### src/rtl/mult_div_unit.sv
// mult_div_unit: iterative MIPS-style multiply/divide unit with HI/LO registers.
//   MULT/MULTU use shift-add, and DIV/DIVU use restoring division.
//   Each takes one result bit per clock.
//   Signed operations run on magnitudes; the signs are fixed up in a final cycle.
// Ports:
//   clk, reset            rising-edge clock, synchronous active-high reset
//   start, op[1:0]        launch (IDLE only); 00 MULT, 01 MULTU, 10 DIV, 11 DIVU
//   srcA, srcB            operands rs / rt
//   hiWrite, loWrite,
//   writeData             MTHI / MTLO, honoured only in IDLE without start
//   busy, done, divZero   in-flight flag, completion pulse, divide-by-zero pulse
//   hi, lo                HI / LO registers
//
// state  | meaning
// IDLE   | waiting for start, MTHI/MTLO accepted
// MUL    | shift-add step, one multiplier bit per clock
// DIV    | restoring step, one quotient bit per clock
// FIX    | sign correction, write hi/lo, pulse done
module mult_div_unit #(
   parameter int WIDTH = 32
) (
   input  logic             clk,
   input  logic             reset,
   input  logic             start,
   input  logic [1:0]       op,
   input  logic [WIDTH-1:0] srcA,
   input  logic [WIDTH-1:0] srcB,
   input  logic             hiWrite,
   input  logic             loWrite,
   input  logic [WIDTH-1:0] writeData,
   output logic             busy,
   output logic             done,
   output logic             divZero,
   output logic [WIDTH-1:0] hi,
   output logic [WIDTH-1:0] lo
);

   localparam int CW = $clog2(WIDTH);
   localparam logic [CW-1:0] LAST = CW'(WIDTH - 1);

   typedef enum logic [1:0] {S_IDLE, S_MUL, S_DIV, S_FIX} state_t;

   state_t           state_q, state_d;
   logic [CW-1:0]    cnt_q, cnt_d;
   logic [WIDTH-1:0] a_q, a_d;       // multiplicand / divisor magnitude
   logic [WIDTH-1:0] acc_q, acc_d;   // product high half / partial remainder
   logic [WIDTH-1:0] quo_q, quo_d;   // multiplier -> product low half / dividend -> quotient
   logic             is_div_q, is_div_d;
   logic             neg_res_q, neg_res_d;
   logic             neg_rem_q, neg_rem_d;
   logic             div0_q, div0_d;
   logic             busy_q, busy_d;
   logic             done_q, done_d;
   logic             divzero_q, divzero_d;
   logic [WIDTH-1:0] hi_q, hi_d;
   logic [WIDTH-1:0] lo_q, lo_d;

   logic             a_neg, b_neg;
   logic [WIDTH-1:0] mag_a, mag_b;
   logic [WIDTH:0]   mul_sum;
   logic [WIDTH:0]   div_shift;
   logic             div_ge;
   logic [WIDTH-1:0] div_sub;
   logic [2*WIDTH-1:0] prod_fix;
   logic [WIDTH-1:0] quo_fix, rem_fix;

   assign a_neg = ~op[0] & srcA[WIDTH-1];
   assign b_neg = ~op[0] & srcB[WIDTH-1];
   assign mag_a = a_neg ? -srcA : srcA;
   assign mag_b = b_neg ? -srcB : srcB;

   // Add the multiplicand into the high half when the current multiplier bit is set.
   // Then shift {carry, acc, quo} right by one.
   assign mul_sum = {1'b0, acc_q} + (quo_q[0] ? {1'b0, a_q} : '0);

   // When the trial subtraction succeeds, the result is below the divisor.
   // The low WIDTH bits of the difference are therefore exact.
   assign div_shift = {acc_q, quo_q[WIDTH-1]};
   assign div_ge    = div_shift >= {1'b0, a_q};
   assign div_sub   = div_shift[WIDTH-1:0] - a_q;

   assign prod_fix = neg_res_q ? -{acc_q, quo_q} : {acc_q, quo_q};
   assign quo_fix  = neg_res_q ? -quo_q : quo_q;
   assign rem_fix  = neg_rem_q ? -acc_q : acc_q;

   always_comb begin
      state_d   = state_q;
      cnt_d     = cnt_q;
      a_d       = a_q;
      acc_d     = acc_q;
      quo_d     = quo_q;
      is_div_d  = is_div_q;
      neg_res_d = neg_res_q;
      neg_rem_d = neg_rem_q;
      div0_d    = div0_q;
      busy_d    = busy_q;
      done_d    = 1'b0;
      divzero_d = 1'b0;
      hi_d      = hi_q;
      lo_d      = lo_q;
      case (state_q)
         S_IDLE: begin
            if (start) begin
               is_div_d  = op[1];
               neg_res_d = a_neg ^ b_neg;
               neg_rem_d = a_neg;
               a_d       = mag_b;
               acc_d     = '0;
               quo_d     = mag_a;
               cnt_d     = '0;
               busy_d    = 1'b1;
               div0_d    = 1'b0;
               if (op[1] && (srcB == '0)) begin
                  // The raw dividend is kept so that it can be reported in hi.
                  div0_d  = 1'b1;
                  quo_d   = srcA;
                  state_d = S_FIX;
               end else begin
                  state_d = op[1] ? S_DIV : S_MUL;
               end
            end else begin
               if (hiWrite) hi_d = writeData;
               if (loWrite) lo_d = writeData;
            end
         end
         S_MUL: begin
            acc_d = mul_sum[WIDTH:1];
            quo_d = {mul_sum[0], quo_q[WIDTH-1:1]};
            cnt_d = cnt_q + 1'b1;
            if (cnt_q == LAST) state_d = S_FIX;
         end
         S_DIV: begin
            acc_d = div_ge ? div_sub : div_shift[WIDTH-1:0];
            quo_d = {quo_q[WIDTH-2:0], div_ge};
            cnt_d = cnt_q + 1'b1;
            if (cnt_q == LAST) state_d = S_FIX;
         end
         S_FIX: begin
            if (div0_q) begin
               hi_d = quo_q;
               lo_d = '1;
            end else if (is_div_q) begin
               hi_d = rem_fix;
               lo_d = quo_fix;
            end else begin
               hi_d = prod_fix[2*WIDTH-1:WIDTH];
               lo_d = prod_fix[WIDTH-1:0];
            end
            divzero_d = div0_q;
            done_d    = 1'b1;
            busy_d    = 1'b0;
            state_d   = S_IDLE;
         end
         default: state_d = S_IDLE;
      endcase
   end

   always_ff @(posedge clk) begin
      if (reset) begin
         state_q   <= S_IDLE;
         cnt_q     <= '0;
         a_q       <= '0;
         acc_q     <= '0;
         quo_q     <= '0;
         is_div_q  <= 1'b0;
         neg_res_q <= 1'b0;
         neg_rem_q <= 1'b0;
         div0_q    <= 1'b0;
         busy_q    <= 1'b0;
         done_q    <= 1'b0;
         divzero_q <= 1'b0;
         hi_q      <= '0;
         lo_q      <= '0;
      end else begin
         state_q   <= state_d;
         cnt_q     <= cnt_d;
         a_q       <= a_d;
         acc_q     <= acc_d;
         quo_q     <= quo_d;
         is_div_q  <= is_div_d;
         neg_res_q <= neg_res_d;
         neg_rem_q <= neg_rem_d;
         div0_q    <= div0_d;
         busy_q    <= busy_d;
         done_q    <= done_d;
         divzero_q <= divzero_d;
         hi_q      <= hi_d;
         lo_q      <= lo_d;
      end
   end

   assign busy    = busy_q;
   assign done    = done_q;
   assign divZero = divzero_q;
   assign hi      = hi_q;
   assign lo      = lo_q;

endmodule

### config.mk
export PLATFORM = sky130hd
export DESIGN_NAME = mult_div_unit
export DESIGN_NICKNAME = d
export VERILOG_FILES = /design/src/rtl/mult_div_unit.sv
export SDC_FILE = /design/constraint.sdc
export NUM_CORES = 1
export LEC_CHECK = 0
export BUFFER_PORTS_ARGS = -buffer_cell sky130_fd_sc_hd__buf_4
export CORE_UTILIZATION = 45
export DETAILED_ROUTE_END_ITERATION = 10
export SETUP_SLACK_MARGIN = 0.15
export SYNTH_ARGS = -nofsm -noshare
export SYNTH_HDL_FRONTEND = slang
export SYNTH_SLANG_ARGS = --single-unit
### constraint.sdc
create_clock -name clk -period 9.9 [get_ports clk]
set_input_delay 1.485 -clock clk [delete_from_list [all_inputs] [get_ports clk]]
set_output_delay 1.485 -clock clk [all_outputs]
set_load 0.01 [all_outputs]
==> impl_metrics.py, run 1 <==
metrics = {
    "clocking": {
        "cts_htree_levels": 4,
        "post_cts_resize_count": 0,
        "clkSinkCount": 174,
        "cts_tree": "yes",
        "numCtsBuffers": 17,
        "cts_buffer_depth": 2,
        "clk_pin_slew_ns": 0.08,
        "clock_latency_ns": 0.47,
        "postCtsHoldBufs": 0,
        "cts_setup_buffers": 0,
        "cts-root-buf": "clkbuf_16",
    },
    "grt": {
        "grtUsageTotal_pct": 32.0,
        "grt_use_met3_pct": 6.14,
        "grt_use_met1_pct": 46.3,
        "antenna_found_initial": 0,
        "grt_util_met2_pct": 48.0,
        "grt_pass1_wl_mm": 82.7,
        "top_usage_layer": "met2",
        "grt_pass1_vias": 14200,
        "overflow": 0,
        "grt_max_degree": 80,
    },
    "timing": {
        "fmax_mhz": 227,
        "finalCritPeriodShare_pct": 44.4,
        "period_needed_ns": 4.40,
        "setup_viol": 0,
        "hold_violations": 0,
        "rsz0062_at_grt": "false",
        "relSlewSlack_pct": 13.4,
        "drv_slew": 0,
        "final.setup.tns_ns": 0,
        "finClkSkew_ns": 0.0179,
        "tightest_slew_ns": 1.30,
    },
    "synthesis": {
        "async_flop_share_pct": 0,
        "ys_top_cells_by_count": "nand2_1, a21oi_1, dfxtp_1, nor2_1, clkbuf_1",
        "avgSynthCellArea_um2": 7.36,
        "synthTopCellsByArea": "dfxtp_1, a21oi_1, ha_1",
        "synthesis.area_mm2": 0.0145,
        "synth_ff_type": "dfxtp_1",
        "synth_cell_types": 72,
        "synth_nets": 2150,
        "seq_area_frac_synth_pct": 24.0,
        "synth_most_common_cell": "nand2_1",
        "yosys_register_bits": 174,
        "synth_top_cell_by_area": "dfxtp_1",
        "netlist.area_leader.share_pct": 24.0,
        "synth-edff-count": 0,
        "yosysWarningCount": 0,
        "synthCells": 1970,
    },
    "critical_path": {
        "reg2reg_depth": 10,
        "critPathRequiredTime_ns": 10.22,
        "slowest_delay_ns": 0.91,
        "r2r_setup_slack_ns": 5.50,
        "arrival_ns": 4.71,
        "crit_buf_inv": 0,
        "crit_chain": "ha_1 -> a21oi_1 -> and2_1 -> nand4b_1 -> a32o_1 -> o21ai_0 -> and2_1 -> o21ai_0 -> a222oi_1 -> nor3_1",
        "cp-start-kind": "flip-flop",
        "end_kind": "flip-flop",
        "reg2reg_to": "acc_q[14]",
        "r2r-start": "acc_q[7]",
        "critPathTopFamily": "compound AO/OA/AOI/OAI gates",
        "slowest_stage": "and2_1",
        "critPathMaxFanout": 22,
        "criticalPathCategory": "flip-flop to flip-flop",
    },
    "placed_design": {
        "hpwl_mm": 39.7,
        "place.gp.congestion": 0.936,
        "dp_cells": 2416,
        "port_buffers": 169,
    },
    "route": {
        "dr.pass1.iters": 6,
        "wire_per_inst_um": 21.8,
        "drt_iter0_drc": 1547,
        "antenna_left": 0,
        "vias": 15400,
        "drc": 0,
        "avgViaCountPerCell": 6.29,
        "wl_mm": 53.4,
    },
    "floorplanning": {
        "die_y_um": 181,
        "dieArea_mm2": 0.0329,
        "core_area_mm2": 0.0316,
        "die_w_um": 181,
        "num_rows": 65,
        "top_level_ports": 170,
        "start_util_pct": 45.8,
    },
    "cells_and_area": {
        "instances_no_fill": 2448,
        "num_antenna_cells": 0,
        "syn_to_final_growth_pct": 13.4,
        "final_nets": 2213,
        "drive_gt1_share_pct": 12.0,
        "fin_util_pct": 52.0,
    },
    "job": {
        "maxCapViolCount": 0,
    },
    "power": {
        "p_leak_nw": 6.65,
        "ir_worst_vdd_mv": 0.141,
        "p_per_area_mw_per_mm2": 232,
        "power_w": 0.00381,
    },
    "worst_hold_path": {
        "min_to": "a_q[29]",
        "holdPathStages": 2,
        "min-delay-start": "a_q[29]",
        "min_path_type": "flip-flop to flip-flop",
    },
    "run_status": {
        "status": "completed",
    },
}
==> worst max-delay path by stage <==
stage / startpoint / endpoint / slack (ns) / cells after the start
6_report: acc_q[7] / acc_q[14] / 5.50 / 10
5_1_grt: acc_q[7] / acc_q[14] / 5.31 / 10
4_1_cts: acc_q[7] / acc_q[14] / 5.63 / 10
3_5_place_dp: srcB[2] / quo_q[2] / 5.28 / 10
3_3_place_gp: srcB[2] / quo_q[2] / 5.32 / 10
2_1_floorplan: srcA[10] / quo_q[24] / 5.99 / 8
==> cell families after synthesis <==
| kind of cell | count (synthesis) | share of synthesized area [%] |
|---|---|---|
| XOR/XNOR | 167 | 10.1 |
| adder cells (fa/ha/maj) | 77 | 6.75 |
| multiplexers | 37 | 2.59 |
| AO/OA/AOI/OAI | 678 | 30.6 |
| AND/OR/NAND/NOR | 628 | 20.4 |
| flip-flops | 174 | 24.0 |
| buffers and inverters | 209 | 5.49 |
==> per-layer routing <==
layer	part of all wire, %	routed length (µm)	up-vias
met5	0	0	-
met4	2.2	1160	0
met3	8.9	4770	79
met2	43	22800	709
met1	46	24700	7244
li1	-	-	7356
==> layout by cell type, fill, tap and decap left out, types with 48 or more instances in the layout <==
master / Yosys / routed
xnor2_1: 106 / 106
a22oi_1: 48 / 48
nor2_1: 170 / 169
a21oi_1: 188 / 186
xor2_1: 61 / 61
buf_4: 0 / 188
ha_1: 75 / 74
nand2_1: 223 / 223
inv_1: 63 / 63
o21ai_0: 129 / 129
dfxtp_1: 174 / 174
==> flip-flops by register name, summed over array words and instances, names as in the netlist, 2 cells and up <==
signal,count
hi,32
cnt_q,5
acc_q,32
quo_q,32
lo,32
a_q,32
state_q,2
==> tightest hold or removal path, delay by kind of cell (launching register included) <==
family	cells	cell delay, ns
AO/OA/AOI/OAI	1	0.05
flip-flops	1	0.31
AND/OR/NAND/NOR	1	0.05
==> per-stage QoR <==
stage                     worst slack (ns)  instance area, µm²  hold WS (ns)
after floorplan                       5.99               14500         0.432
after global placement                5.32               15900         0.442
final                                 5.50               16400         0.451
after global routing                  5.31               16400         0.469
after CTS                             5.63               16400         0.455
after detailed placement              5.28               15900         0.447
==> final cells by class <==
cell class	count	area, µm²
clock buffers	19	453
clock inverters	13	106
fillers	3237	15200
inverters	65	244
multi-input cells	1587	10200
flip-flops and latches	174	3480
well taps	402	503
repair buffers	188	1410
==> where the power goes <==
| part | switching [W] | internal (W) |
|---|---|---|
| Combinational | 0.00123 | 0.000698 |
| Sequential | 0.000296 | 0.000909 |
| Clock | 0.000339 | 0.000340 |
| Total | 0.00186 | 0.00195 |
Note: power is estimated with default switching activity, not from simulation.
==> run 2, diff against run 1 <==
- PLACE_DENSITY: unset -> 0.67
- clock period: 9.9 -> 3.8 ns (I/O delays scaled with it)
==> run 2 against run 1 <==
First-iteration DRC count increased by 20%. Global-route usage up 0.42 points. Total power rose to 2.7 times the previous value. Clock power grew to 2.7 times the previous value. Maximum frequency up 23%. Core utilization increased by 2.1 points. Count of clock-buffer cells in the layout rose by 1. Sequential power grew 140%. Non-clock buffer count grew 81. Final cell count increased by 3.3%. Via count up 4.5%. Clock skew grew 0.0023 ns. Highest routed layer unchanged.
==> impl_metrics.py, run 2 (synthesized netlist as in run 1, its figures left out) <==
metrics = {
    "timing": {
        "final.setup.tns_ns": 0,
        "rsz0062_at_grt": "true",
        "setup_viol": 0,
        "drv_slew": 0,
        "finClkSkew_ns": 0.0202,
        "tightest_slew_ns": 1.00,
        "finalCritPeriodShare_pct": 94.0,
        "relSlewSlack_pct": 32.9,
        "setup_ws_ns": 0.228,
        "period_needed_ns": 3.57,
        "fmax_mhz": 280,
        "hold_violations": 0,
    },
    "route": {
        "avgViaCountPerCell": 6.36,
        "dr.pass1.iters": 6,
        "wire_per_inst_um": 21.4,
        "drt_iter0_drc": 1862,
        "antenna_left": 0,
        "wl_mm": 54.2,
        "vias": 16100,
        "drc": 0,
    },
    "floorplanning": {
        "top_level_ports": 170,
        "core_area_mm2": 0.0316,
        "die_w_um": 181,
        "start_util_pct": 45.8,
        "die_y_um": 181,
        "num_rows": 65,
        "dieArea_mm2": 0.0329,
    },
    "clocking": {
        "cts_buffer_depth": 2,
        "clk_pin_slew_ns": 0.08,
        "postCtsHoldBufs": 0,
        "clock_latency_ns": 0.47,
        "clkSinkCount": 174,
        "cts_htree_levels": 4,
        "numCtsBuffers": 17,
        "cts_tree": "yes",
        "cts-root-buf": "clkbuf_16",
    },
    "run_status": {
        "status": "completed",
    },
    "grt": {
        "antenna_found_initial": 0,
        "grt_pass1_vias": 14700,
        "grt_pass1_wl_mm": 83.8,
        "grt_max_degree": 77,
        "grtUsageTotal_pct": 32.4,
        "overflow": 0,
    },
    "cells_and_area": {
        "regArea_mm2": 0.00348,
        "syn_to_final_growth_pct": 18.1,
        "fin_util_pct": 54.1,
        "num_antenna_cells": 0,
        "final_nets": 2294,
        "instances_no_fill": 2529,
        "final_common_cell": "buf_4",
        "n_fill_cell": 3098,
        "layout_common_cells": "buf_4, nand2_1, a21oi_1, dfxtp_1, nor2_1",
        "stdcell_area_mm2": 0.0171,
        "multi_input_area_mm2": 0.0103,
        "drive_gt1_share_pct": 15.6,
    },
    "power": {
        "p_leak_nw": 7.08,
        "p_per_area_mw_per_mm2": 606,
        "ir_worst_vdd_mv": 0.376,
    },
    "critical_path": {
        "critPathMostFrequentCell": "a21oi_1",
        "arrival_ns": 3.98,
        "crit_buf_inv": 2,
        "critPathLaunch": "quo_q[0]",
        "critPathTopFamily": "compound AO/OA/AOI/OAI gates",
        "slowest_stage": "a2111oi_0",
        "crit_chain": "clkinvlp_4 -> buf_4 -> nor2_1 -> ha_1 -> or2_2 -> a21oi_1 -> a21oi_1 -> or3_1 -> o21ai_0 -> o21ai_1 -> a2111oi_0 -> o21bai_1 -> a21o_1",
        "slowest_delay_ns": 0.44,
        "critPathMaxFanout": 14,
        "criticalPathCategory": "flip-flop to flip-flop",
        "critPathRequiredTime_ns": 4.21,
        "r2r-start": "quo_q[0]",
        "cp-start-kind": "flip-flop",
        "end_kind": "flip-flop",
    },
    "worst_hold_path": {
        "min_path_type": "input pin to flip-flop",
        "min-delay-start": "srcA[12]",
    },
    "placed_design": {
        "dp_worst_setup_slack_ns": 0.129,
        "port_buffers": 169,
        "dpl-instance-area_mm2": 0.0165,
        "dp_cells": 2494,
        "place.gp.congestion": 1.03,
        "hpwl_mm": 41.5,
    },
    "job": {
        "maxCapViolCount": 0,
    },
}
## run 2: cell types whose count changed in the layout (fill, tap and decap cells not counted), sizes merged
cell and delta:
buf +81, clkinv -4, clkinvlp +2, bufinv +1, clkbuf +1
## run 2: layout make-up
type	count	share of cell area [%]
multi-input combinational	1587	60.0
clock buffer	20	2.67
timing repair buffer	269	11.9
tap	402	2.94
inverter	65	1.45
sequential	174	20.3
clock inverter	12	0.724
## run 2: what timing repair did
| item | CTS | global route |
|---|---|---|
| resized for setup | 3 | 7 |
| pin swaps | 0 | 2 |
| endpoints found under the setup margin | 2 | 10 |
| buffers inserted | 0 | 3 |
## run 2: where the power goes
part	total, W	internal [W]	leakage [nW]	switching [W]
clock network	0.00181	0.000954	0.277	0.000856
logic	0.00575	0.00205	5.37	0.00370
registers	0.00282	0.00237	1.43	0.000452
## run 2: routing by layer
| metal | vias to the layer above | global-route usage (%) | routed length, µm |
|---|---|---|---|
| li1 | 7536 | - | - |
| met1 | 7589 | 46.7 | 24600 |
| met2 | 844 | 48.9 | 23300 |
| met3 | 108 | 5.42 | 4800 |
| met4 | 0 | 10.3 | 1420 |
| met5 | - | 0 | 0 |
## run 2: final timing paths
kind,to,cells after the start,slack [ns]
worst max-delay path,acc_q[29],13,0.23
worst min-delay path,quo_q[12],3,0.38
worst max register to register,acc_q[29],13,0.23
worst min register to register,a_q[30],2,0.45
## run 2: worst min-delay path: cells and delay by family
family | cells | cell delay (ns)
AO/OA/AOI/OAI | 1 | 0.06
buffers and inverters | 1 | 0.11
AND/OR/NAND/NOR | 1 | 0.07
## run 2: stage by stage
stage                     hold WS, ns  total power (W)
after floorplan                 0.432          0.00622
after global placement          0.443          0.00834
after detailed placement        0.447          0.00839
after CTS                       0.376           0.0102
after global routing            0.401           0.0110
final                           0.385           0.0104
==> run 3, diff against run 2 <==
- clock period: 3.8 -> 3.15 ns (I/O delays scaled with it)
==> run 3 against run 2 <==
Global-route usage rose by 1.8 points. Core utilization increased by 6.7 points. Design area is 12% higher. Combinational power increased by 42%. Register-to-register slack worse by 0.16 ns. Count of clock-buffer cells in the layout unchanged. Die area unchanged. Sequential power grew 18%. Critical endpoint is now hi[9]. Largest power group unchanged.
==> impl_metrics.py, run 3 (synthesized netlist as in run 1, its figures left out) <==
metrics = {
    "clocking": {
        "cts_tree": "yes",
        "clkSinkCount": 174,
        "numCtsBuffers": 17,
        "clock_latency_ns": 0.46,
        "cts_buffer_depth": 2,
        "cts_htree_levels": 4,
        "clk_pin_slew_ns": 0.08,
        "cts-root-buf": "clkbuf_16",
    },
    "power": {
        "p_per_area_mw_per_mm2": 716,
        "p_leak_nw": 8.11,
        "power_w": 0.0138,
        "ir_worst_vdd_mv": 0.549,
    },
    "placed_design": {
        "port_buffers": 169,
        "place.gp.congestion": 1.01,
        "dpl-instance-area_mm2": 0.0177,
        "hpwl_mm": 44.4,
    },
    "floorplanning": {
        "start_util_pct": 45.8,
        "top_level_ports": 170,
        "num_rows": 65,
        "dieArea_mm2": 0.0329,
        "core_area_mm2": 0.0316,
        "die_y_um": 181,
        "die_w_um": 181,
    },
    "route": {
        "dr.pass1.iters": 6,
        "vias": 16800,
        "antenna_left": 0,
        "drt_iter0_drc": 2181,
        "avgViaCountPerCell": 6.20,
        "wl_mm": 57.9,
        "wire_per_inst_um": 21.4,
        "drc": 0,
    },
    "timing": {
        "setup_viol": 0,
        "period_needed_ns": 3.08,
        "worst_hold_slack_ns": 0.289,
        "finClkSkew_ns": 0.0132,
        "tightest_slew_ns": 0.978,
        "drv_slew": 0,
        "finalCritPeriodShare_pct": 97.7,
        "rsz0062_at_grt": "true",
        "hold_violations": 0,
        "relSlewSlack_pct": 34.7,
        "fmax_mhz": 325,
    },
    "grt": {
        "overflow": 0,
        "grt_pass1_vias": 15400,
        "grt_pass1_wl_mm": 88.1,
        "grt_max_degree": 73,
        "grtUsageTotal_pct": 34.2,
        "antenna_found_initial": 1,
    },
    "cells_and_area": {
        "syn_to_final_growth_pct": 32.7,
        "stdcell_area_mm2": 0.0192,
        "final_common_cell": "buf_4",
        "drive_gt1_share_pct": 26.7,
        "n_fill_cell": 2961,
        "layout_common_cells": "buf_4, nand2_1, a21oi_1, dfxtp_1, nor2_1",
        "final_nets": 2469,
    },
    "critical_path": {
        "cp-start-kind": "flip-flop",
        "arrival_ns": 3.42,
        "end_kind": "flip-flop",
        "criticalPathCategory": "flip-flop to flip-flop",
        "critPathMaxFanout": 6,
        "critPathRequiredTime_ns": 3.49,
    },
    "job": {
        "maxCapViolCount": 0,
    },
    "worst_hold_path": {
        "min_path_type": "input pin to flip-flop",
    },
    "run_status": {
        "status": "completed",
    },
}
run 3: cell types whose count changed in the layout (fill, tap and decap cells not counted), moves of 8 or more:
| cell | change |
|---|---|
| a21oi_2 | +12 |
| o21ai_0 | -18 |
| ha_1 | -8 |
| nor2_1 | -9 |
| buf_6 | +9 |
| a21oi_1 | -13 |
| nand2_1 | -8 |
| o21ai_1 | +11 |
| nor2_2 | +8 |
| buf_4 | +159 |
run 3: layout make-up:
cell class | count | area (µm²) | share of cell area, %
Antenna cell | 1 | 2.50 | 0.0130
Clock buffer | 20 | 457 | 2.37
Clock inverter | 12 | 148 | 0.767
Inverter | 65 | 269 | 1.40
Multi-Input combinational cell | 1587 | 10900 | 56.6
Sequential cell | 174 | 3500 | 18.2
Tap cell | 402 | 503 | 2.61
Timing Repair Buffer | 444 | 3470 | 18.0
run 3: worst paths after layout:
path	start	end	slack, ns	cells after the start
setup / recovery	quo_q[14]	hi[9]	0.07	9
hold / removal	srcA[12]	quo_q[12]	0.29	3
setup reg to reg	quo_q[14]	hi[9]	0.07	9
hold reg to reg	lo[7]	lo[7]	0.46	2
run 3: power by group:
group,switching [W],internal (W),total [W],leakage (nW)
logic,0.00497,0.00322,0.00819,6.39
clock network,0.00103,0.00123,0.00226,0.295
registers,0.000464,0.00286,0.00333,1.43
run 3: critical path, cell delays in order, from the launching register on:
cell and delay [ns]:
dfxtp_2 0.32, or4_4 0.53, or4_4 0.51, nor3_4 0.33, nand2_2 0.13, o21ai_1 0.20, a21boi_0 0.13, xor2_1 0.25
mux2i_1 0.14, a2111oi_0 0.40
run 3: stage by stage:
step                instances  TNS [ns]  utilization [%]  worst slack, ns
finish                   2705         0             60.8           0.0718
global route             2704   -0.0490             60.8          -0.0296
CTS                      2687         0             58.6           0.0754
detailed placement       2648     -1.19             56.1           -0.196
global placement         2648    -0.491             56.1          -0.0769
floorplan                1970         0                -            0.108
run 3: repair_timing:
| item | in CTS | in global routing |
|---|---|---|
| pin swaps | 18 | 64 |
| hold buffers | 0 | 0 |
| buffers inserted | 7 | 17 |
| resized for setup | 32 | 140 |
| setup endpoints to repair | 60 | 74 |
| gates cloned | 0 | 0 |
run 3: per-layer routing:
layer / routed length, µm / part of all wire [%] / vias to the layer above / global-route usage (%)
met1: 26200 / 45 / 7916 / 48.9
met2: 24500 / 42 / 858 / 50.5
met3: 5480 / 9.5 / 117 / 7.12
li1: - / - / 7878 / -
met4: 1760 / 3.0 / 0 / 11.6
met5: 0 / 0 / - / 0
